<file path="config.mk">
export PLATFORM = sky130hd
export DESIGN_NAME = io_bridge_rr
export DESIGN_NICKNAME = d
export VERILOG_FILES = /design/src/rtl/io_bridge_rr.sv
export SDC_FILE = /design/constraint.sdc
export NUM_CORES = 1
export LEC_CHECK = 0
export CELL_PAD_IN_SITES_DETAIL_PLACEMENT = 1
export CELL_PAD_IN_SITES_GLOBAL_PLACEMENT = 2
export CORE_MARGIN = 1.5
export CORE_UTILIZATION = 19
export DETAILED_ROUTE_END_ITERATION = 6
export GPL_TIMING_DRIVEN = 1
export PLACE_DENSITY = 0.88
export SETUP_SLACK_MARGIN = 0.15
export SLEW_MARGIN = 20
export SYNTH_ARGS = -nofsm -noshare
export SYNTH_HDL_FRONTEND = slang
export SYNTH_SLANG_ARGS = --single-unit
</file>
<file path="constraint.sdc">
create_clock -name clk_i -period 4.8 [get_ports clk_i]
set_input_delay 0.96 -clock clk_i [delete_from_list [all_inputs] [get_ports clk_i]]
set_output_delay 0.96 -clock clk_i [all_outputs]
set_load 0.05 [all_outputs]
</file>
<file path="src/rtl/io_bridge_rr.sv">
// Round-robin N-port Wishbone-to-I/O bridge with IO_BASE filtering, bus timeout and byte-lane steering.
// Optional posted writes: define IOBRIDGE_POSTED_WR_EN.
module io_bridge_rr #(
    parameter int          NPORTS  = 4,
    parameter int          DW      = 32,
    parameter logic [11:0] IO_BASE = 12'hFFD,
    parameter int          TIMEOUT = 255
) (
    input  logic                       clk_i,
    input  logic                       rst_i,
    input  logic [NPORTS-1:0]          s_cyc_i,
    input  logic [NPORTS-1:0]          s_stb_i,
    input  logic [NPORTS-1:0]          s_we_i,
    input  logic [NPORTS*(DW/8)-1:0]   s_sel_i,
    input  logic [NPORTS*32-1:0]       s_adr_i,
    input  logic [NPORTS*DW-1:0]       s_dat_i,
    output logic [NPORTS-1:0]          s_ack_o,
    output logic [NPORTS-1:0]          s_err_o,
    output logic [DW-1:0]              s_dat_o,
    output logic                       m_cyc_o,
    output logic                       m_stb_o,
    output logic                       m_we_o,
    input  logic                       m_ack_i,
    output logic [DW/8-1:0]            m_sel_o,
    output logic [31:0]                m_adr_o,
    input  logic [DW-1:0]              m_dat_i,
    output logic [DW-1:0]              m_dat_o,
    output logic [7:0]                 m_dat8_o
);

    localparam int SW = DW / 8;
    localparam int LB = $clog2(SW);
    localparam int PW = $clog2(NPORTS);
    localparam logic [7:0] TO_LAST = 8'(TIMEOUT - 1);

    typedef enum logic [2:0] {
        ST_IDLE,
        ST_WAIT_ACK,
        ST_WAIT_NACK,
        ST_WR_ACK,
        ST_WR_ACK2
    } state_t;

    state_t            r_state;
    logic [PW-1:0]     r_rr;
    logic [PW-1:0]     r_gnt;
    logic [7:0]        r_cnt;
    logic              r_cyc;
    logic              r_stb;
    logic              r_we;
    logic [SW-1:0]     r_sel;
    logic [31:0]       r_adr;
    logic [DW-1:0]     r_dat;
    logic [7:0]        r_dat8;
    logic [NPORTS-1:0] r_ack;
    logic [NPORTS-1:0] r_err;
    logic [DW-1:0]     r_sdat;

    logic [NPORTS-1:0] w_req;
    logic              w_any;
    logic [PW-1:0]     w_gnt;
    logic [PW-1:0]     w_rr_next;
    logic              w_we;
    logic [SW-1:0]     w_sel;
    logic [19-LB:0]    w_adr_mid;
    logic [DW-1:0]     w_dat;
    logic [LB-1:0]     w_lane;
    logic [7:0]        w_dat8;

    always_comb begin
        w_req = '0;
        for (int unsigned p = 0; p < NPORTS; p++) begin
            w_req[p] = s_cyc_i[p] & s_stb_i[p] & (s_adr_i[p*32+20 +: 12] == IO_BASE);
        end
    end

    // Scan ports starting at the rr pointer, wrapping at NPORTS.
    always_comb begin
        logic [31:0] idx;
        idx   = '0;
        w_any = 1'b0;
        w_gnt = '0;
        for (int unsigned i = 0; i < NPORTS; i++) begin
            idx = 32'(r_rr) + i;
            if (idx >= NPORTS) idx = idx - NPORTS;
            if (!w_any && w_req[idx[PW-1:0]]) begin
                w_any = 1'b1;
                w_gnt = idx[PW-1:0];
            end
        end
    end

    assign w_rr_next = (w_gnt == PW'(NPORTS - 1)) ? '0 : w_gnt + 1'b1;
    assign w_we      = s_we_i[w_gnt];
    assign w_sel     = s_sel_i[w_gnt*SW +: SW];
    assign w_adr_mid = s_adr_i[w_gnt*32 + LB +: 20-LB];
    assign w_dat     = s_dat_i[w_gnt*DW +: DW];

    always_comb begin
        w_lane = '0;
        for (int unsigned i = 0; i < SW; i++) begin
            if (w_sel[SW-1-i]) w_lane = LB'(SW - 1 - i);
        end
    end

    assign w_dat8 = w_dat[w_lane*8 +: 8];

    always_ff @(posedge clk_i) begin
        if (rst_i) begin
            r_state <= ST_IDLE;
            r_rr    <= '0;
            r_gnt   <= '0;
            r_cnt   <= '0;
            r_cyc   <= 1'b0;
            r_stb   <= 1'b0;
            r_we    <= 1'b0;
            r_sel   <= '0;
            r_adr   <= '0;
            r_dat   <= '0;
            r_dat8  <= '0;
            r_ack   <= '0;
            r_err   <= '0;
            r_sdat  <= '0;
        end else begin
            case (r_state)
                ST_IDLE: begin
                    if (!m_ack_i && w_any) begin
                        r_gnt  <= w_gnt;
                        r_rr   <= w_rr_next;
                        r_cnt  <= '0;
                        r_cyc  <= 1'b1;
                        r_stb  <= 1'b1;
                        r_we   <= w_we;
                        r_sel  <= w_sel;
                        r_dat  <= w_dat;
                        r_adr  <= {IO_BASE, w_adr_mid, w_lane};
                        r_dat8 <= w_dat8;
`ifdef IOBRIDGE_POSTED_WR_EN
                        if (w_we) begin
                            r_ack[w_gnt] <= 1'b1;
                            r_state      <= ST_WR_ACK;
                        end else begin
                            r_state <= ST_WAIT_ACK;
                        end
`else
                        r_state <= ST_WAIT_ACK;
`endif
                    end else begin
                        r_cyc <= 1'b0;
                        r_stb <= 1'b0;
                        r_we  <= 1'b0;
                    end
                end
                ST_WAIT_ACK: begin
                    if (m_ack_i) begin
                        r_sdat       <= m_dat_i;
                        r_ack[r_gnt] <= 1'b1;
                        r_state      <= ST_WAIT_NACK;
                    end else if (!s_cyc_i[r_gnt]) begin
                        r_cyc   <= 1'b0;
                        r_stb   <= 1'b0;
                        r_we    <= 1'b0;
                        r_state <= ST_IDLE;
                    end else if (TIMEOUT != 0 && r_cnt == TO_LAST) begin
                        r_cyc        <= 1'b0;
                        r_stb        <= 1'b0;
                        r_we         <= 1'b0;
                        r_err[r_gnt] <= 1'b1;
                        r_state      <= ST_WAIT_NACK;
                    end else begin
                        r_cnt <= r_cnt + 1'b1;
                    end
                end
                ST_WAIT_NACK: begin
                    if (!s_stb_i[r_gnt]) begin
                        r_ack   <= '0;
                        r_err   <= '0;
                        r_cyc   <= 1'b0;
                        r_stb   <= 1'b0;
                        r_we    <= 1'b0;
                        r_state <= ST_IDLE;
                    end
                end
`ifdef IOBRIDGE_POSTED_WR_EN
                // Slave ack follows its strobe; the master cycle finishes independently.
                ST_WR_ACK: begin
                    if (!s_stb_i[r_gnt]) r_ack <= '0;
                    if (m_ack_i || (TIMEOUT != 0 && r_cnt == TO_LAST)) begin
                        r_cyc <= 1'b0;
                        r_stb <= 1'b0;
                        r_we  <= 1'b0;
                        if (s_stb_i[r_gnt] && r_ack[r_gnt]) begin
                            r_state <= ST_WR_ACK2;
                        end else begin
                            r_ack   <= '0;
                            r_state <= ST_IDLE;
                        end
                    end else begin
                        r_cnt <= r_cnt + 1'b1;
                    end
                end
                ST_WR_ACK2: begin
                    if (!s_stb_i[r_gnt]) begin
                        r_ack   <= '0;
                        r_state <= ST_IDLE;
                    end
                end
`endif
                default: r_state <= ST_IDLE;
            endcase
        end
    end

    assign s_ack_o  = r_ack;
    assign s_err_o  = r_err;
    assign s_dat_o  = r_sdat;
    assign m_cyc_o  = r_cyc;
    assign m_stb_o  = r_stb;
    assign m_we_o   = r_we;
    assign m_sel_o  = r_sel;
    assign m_adr_o  = r_adr;
    assign m_dat_o  = r_dat;
    assign m_dat8_o = r_dat8;

endmodule

</file>
* After elaboration in Yosys (flattened, before gate mapping) *
Cells that the tools add are included.

storage, ports and cells
  input bits = 319
  word-level logic and storage cells = 144
  output and inout bits = 119
  flip-flop bits (word level) = 122

cells by class
  reduce and logical (&&, ||, !) cells = 20
  order comparisons = 11
  shift-type cells = 4
  $add $sub $neg = 10
  equal/unequal tests = 17
  bitwise operators = 10
  multiplexer cells = 59

operators with widths
  cell                    count
  $shiftx A128 B8 Y32     1
  $shiftx A128 B9 Y18     1
  $eq A12 B12 Y1 const B  4
  $mux W8                 4
  $shiftx A32 B6 Y8       1
  $mux W2                 13
  $mux W4                 5
  $lt A2 B3 Y1 const B    6
  $mux W1                 18
  $pmux W4 S2             2
  $pmux W8 S2             1
  $shiftx A16 B5 Y4       1
  $mux W3                 5
  $bmux W1 S2             7
  $ne A2 B2 Y1 const B    7
  $reduce_and A5 Y1       2
  $ge A3 B3 Y1 const B    3
  $pmux W3 S3             1
  $add A7 B2 Y8 const B   1
  $add A8 B1 Y8 const B   1
  $and A1 B1 Y1           8
  $eq A8 B8 Y1 const B    1
  $or A4 B4 Y4            2
  $sub A2 B1 Y2 const B   4
  20 further kinds        32

* Depth between registers and ports, before layout *
Gate-level depths: netlist (run 1).

  word-level depth = 20
  depth in mapped cells = 15
  mapped depth without buffers = 10

* Worst setup path before layout (run 1) *
Ideal clock, no wire load.

  path kind = input -> register
  start = input port s_adr_i[117]
  end = register r_dat8[4], in the netlist m_dat8_o[4]
  buffers on the path = 3
  path slack = 0.913 ns
  setup time = 0.133 ns
  data required time = 4.667 ns
  arrival time = 3.754 ns
  cell stages on the path = 13
  cell sequence = nand4b_1 -> or4_1 -> buf_2 -> a32oi_2 -> o2111ai_2 -> buf_6 -> mux2i_1 -> mux2_4 -> nor2_4 -> buf_6 -> mux2_4 -> a2111oi_2 -> nor4b_2

between the ends
  longest elaborated chain between the ends = 20
  elaborated cells between the ends (all ways) = 33
  classes of those cells = 1 x eq/ne; 3 x shift; 20 x mux; 1 x bitwise; 8 x reduce/logical

RTL lines
  item                           RTL line  text
  start, declared                15        input logic [NPORTS*32-1:0] s_adr_i,
  $eq A12 B12 Y1 *               73        w_req[p] = s_cyc_i[p] & s_stb_i[p] & (s_adr_i[p*32+20 +: 12] == IO_BASE);
  $and A1 B1 Y1 *                73
  $bmux W1 S2                    86        if (!w_any && w_req[idx[PW-1:0]]) begin
  $mux W1 (not written as such)  86
  $mux W1                        86
  $logic_not A1 Y1               86
  $logic_and A1 B1 Y1            86
  $mux W1                        86
  $logic_not A1 Y1               86
  $logic_and A1 B1 Y1            86
  $mux W1                        86
  $logic_not A1 Y1               86
  $logic_and A1 B1 Y1            86
  $mux W2                        86
  $shiftx A16 B5 Y4              95        assign w_sel = s_sel_i[w_gnt*SW +: SW];
  $mux W2 (4 in a row)           102       if (w_sel[SW-1-i]) w_lane = LB'(SW - 1 - i);
  $shiftx A32 B6 Y8              106       assign w_dat8 = w_dat[w_lane*8 +: 8];
  end signal, assigned           137       r_dat8 <= w_dat8;
  end, declared                  54        logic [7:0] r_dat8;

Every way passes the cells marked *; elsewhere a longest branch is shown, timed or not. The select of a mux whose other input is x is not followed.
A chain may end at the register's enable or synchronous reset.

* Worst setup path after layout (run 1) *
  start = input port s_adr_i[52]
  end = register r_dat8[2], in the netlist m_dat8_o[2]

Same word-level chain as after synthesis.

==> summary.txt, run 1 <==
Run status
  – Status: completed

Floorplanning
  – Core Area: 36500 um2
  – Chip Height: 196 um
  – Die area: 38200 um2
  – Initial Utilization: 0.193
  – Ports: 438
  – Die X: 196 um
  – Placement Rows: 70

Yosys
  – Warnings, synthesis: 0
  – Mapped Nets: 1202
  – Seq cells post-synth: 121
  – Async SR Flop Fraction: 0
  – Cell variety after synth: 58
  – Syn Area/Cell: 8.04 um2
  – Number of synthesized flops with an enable pin: 0
  – Post-Synthesis Cells: 876
  – Seq/Total Area, Yosys: 0.344
  – Top_reg_cell synth: dfxtp_1
  – Area of the mapped netlist: 7040 um2

GRT
  – Total grt overflow: 0
  – Vias in the first global route: 8407
  – First-pass GRT wire length: 48900 um
  – Antenna violations before repair: 0
  – Total GRT Usage: 0.167
  – Pin count of the biggest net entering global routing: 83

Power
  – Pleak: 4.69 nW
  – Max VDD drop: 0.204 mV
  – Pwr dens: 220 nW/um2

Timing
  – Worst Clk Skew: 0.0118 ns
  – RSZ-0062 raised after global routing: false
  – Slew at the pin closest to its max-slew limit: 1.00 ns
  – Slew Viols, Final: 0
  – Setup TNS: 0 ns
  – Headroom to the max-slew limit: 0.332
  – Min cycle time layout: 4.27 ns
  – Final period util: 0.889
  – Final setup violation count: 0
  – Endpoints failing hold: 0
  – Max Clk Rate: 234 MHz

Worst setup path
  – Reg2reg start: r_rr[1]
  – Reg2Reg Depth: 10
  – Reg2reg setup slack: 1.82 ns
  – Critical Path End Type: register
  – Worst R2R End: m_dat8_o[7]
  – Crit path arrival time: 4.52 ns
  – CP Cell Sequence: clkdlybuf4s50_1 -> nand4b_1 -> or4_1 -> a32oi_2 -> o2111ai_4 -> buf_12 -> mux2i_1 -> mux2_4 -> nor2_4 -> buf_12 -> mux2_4 -> a2111oi_1 -> nor4b_1
  – Crit path kind: input port to register
  – Largest fanout on the critical path: 15
  – Worst path slowest cell: or4_1
  – Max incr delay on CP: 0.65 ns
  – Req. time, crit path: 5.05 ns
  – Startpoint types: input port

Final layout
  – Multi-input gate area: 4220 um2
  – Antenna cells: 0
  – Most frequent cells in the layout: clkdlybuf4s50_1, nand2_1, dfxtp_1
  – Synth-to-layout area growth: 78.1%
  – Share of layout cells above drive strength 1: 0.0842
  – Final Cell Area: 12500 um2
  – Fillers: 4278
  – Most common cell after layout, fill and taps aside: clkdlybuf4s50_1
  – Final-stage net count: 1608
  – Storage cell area: 2420 um2

Route
  – Metal3 WL: 2370 um
  – Via count: 8044
  – Top sig layer: met4
  – Vias per cell: 4.56
  – Met2 wire length: 16400 um
  – First-pass iteration count of the detailed router: 4
  – Routed len/inst: 18.5 um
  – Residual DRC: 0
  – WL met1: 13400 um
  – Antenna-violating nets left: 0
  – Iteration-0 DRC Markers: 361
  – Routed WL: 32500 um

Clock network
  – # Post-CTS Setup Buffers: 0
  – Post_cts resized: 0
  – Clock sink total: 121
  – Root Driver: clkbuf_16
  – Clock slew at reported path FFs: 0.06 ns
  – Worst-skew pair later-pin latency: 0.42 ns
  – H-tree depth: 4
  – Hold buffers post-CTS: 0
  – CTS Buf Count: 17
  – CTS tree: done
  – Clock buffer depth: 2

Place
  – DP Wirelength: 25600 um
  – Gpl congestion: 0.812
  – Post-DP Area: 11900 um2
  – I/O Buffers: 428

Hold path
  – Hold Path Cell Cnt: 2
  – Hold EP: m_dat_o[28]
  – Worst hold start: m_dat_o[28]
  – Hold Crit Class: register to register

Job
  – MaxCap Viol Count: 0
Yosys cell counts (all sizes together), types with 6 or more instances:
master | instances | area (um2)
and2 | 35 | 219
mux2i | 80 | 808
dfxtp | 121 | 2420
a221oi | 7 | 61.3
buf | 40 | 257
o21ai | 16 | 80.1
nor3 | 16 | 80.1
clkbuf | 42 | 158
nand2 | 134 | 503
inv | 7 | 26.3
a211oi | 63 | 478
a2111oi | 12 | 126
nand4 | 11 | 68.8
ha | 7 | 87.6
mux2 | 20 | 244
a21oi | 120 | 608
nor4 | 8 | 56.3
nor2 | 87 | 334
nor4b | 6 | 58.8
cells by family after synthesis:
family	synth area share
AOI/OAI and AO/OA	0.213
muxes	0.156
and+or+nand+nor	0.204
buffers and inverters	0.0625
DFF	0.344
other	0.000533
xor gates and xnor gates	0.00746
adders and majority gates	0.0124
worst max path at each step:
stage	start	end	slack, ns	cells after the start
2_1_floorplan	s_adr_i[117]	m_dat8_o[4]	0.91	13
3_3_place_gp	s_adr_i[52]	m_dat8_o[2]	0.12	13
3_5_place_dp	s_adr_i[52]	m_dat8_o[2]	0.05	13
4_1_cts	s_adr_i[52]	m_dat8_o[2]	0.50	13
5_1_grt	s_adr_i[52]	m_dat8_o[7]	0.25	13
6_report	s_adr_i[52]	m_dat8_o[2]	0.53	13
registers in the layout, indices dropped and copies added, names as in the netlist:
| name | count |
|---|---|
| r_cnt | 8 |
| m_dat8_o | 8 |
| m_stb_o | 1 |
| m_dat_o | 32 |
| r_rr | 2 |
| s_dat_o | 32 |
| s_ack_o | 4 |
| m_adr_o | 21 |
| m_we_o | 1 |
| m_sel_o | 4 |
| r_gnt | 2 |
| r_state | 2 |
| s_err_o | 4 |
per-stage QoR:
stage	total power, W	hold slack, ns	util	std cells	worst slack, ns
after floorplan	0.00113	0.472	-	876	0.913
final	0.00275	0.452	0.343	1763	0.532
after CTS	0.00281	0.456	0.343	1763	0.498
after detailed placement	0.00144	0.447	0.327	1731	0.0457
after global routing	0.00287	0.476	0.343	1763	0.249
after global placement	0.00143	0.442	0.327	1731	0.119
layout make-up:
class,instances,share of cell area
Clock buffer,17,0.0339
Clock inverter,15,0.0138
Inverter,7,0.00210
Multi-Input combinational cell,666,0.336
Sequential cell,121,0.193
Tap cell,468,0.0467
Timing Repair Buffer,469,0.374
power breakdown:
part,switching [W],internal [W]
combinational,0.000133,0.000277
clock,0.000593,0.000747
sequential,0.0000000617,0.00100
total,0.000725,0.00203
per-layer routing:
layer | GRT usage | vias up
met2 | 0.302 | 281
met1 | 0.196 | 3812
met3 | 0.0444 | 18
li1 | - | 3933
met5 | 0 | -
met4 | 0.0336 | 0
worst max-delay path, delay by kind of cell:
kind,cells,cell delay [ns]
simple gates,4,1.10
compound gates,3,0.82
buf+inv,3,0.87
mux,3,0.75
No activity file was read; power rests on OpenSTA's default activity.
==> run 2, diff against run 1 <==
--- a/config.mk
+++ b/config.mk
@@ -5,6 +5,7 @@
 export SDC_FILE = /design/constraint.sdc
 export NUM_CORES = 1
 export LEC_CHECK = 0
+export CAP_MARGIN = 20
 export CELL_PAD_IN_SITES_DETAIL_PLACEMENT = 1
 export CELL_PAD_IN_SITES_GLOBAL_PLACEMENT = 2
 export CORE_MARGIN = 1.5
==> results of run 2 <==
Same layout as run 1: the final DEF is identical, and so are final timing and power.
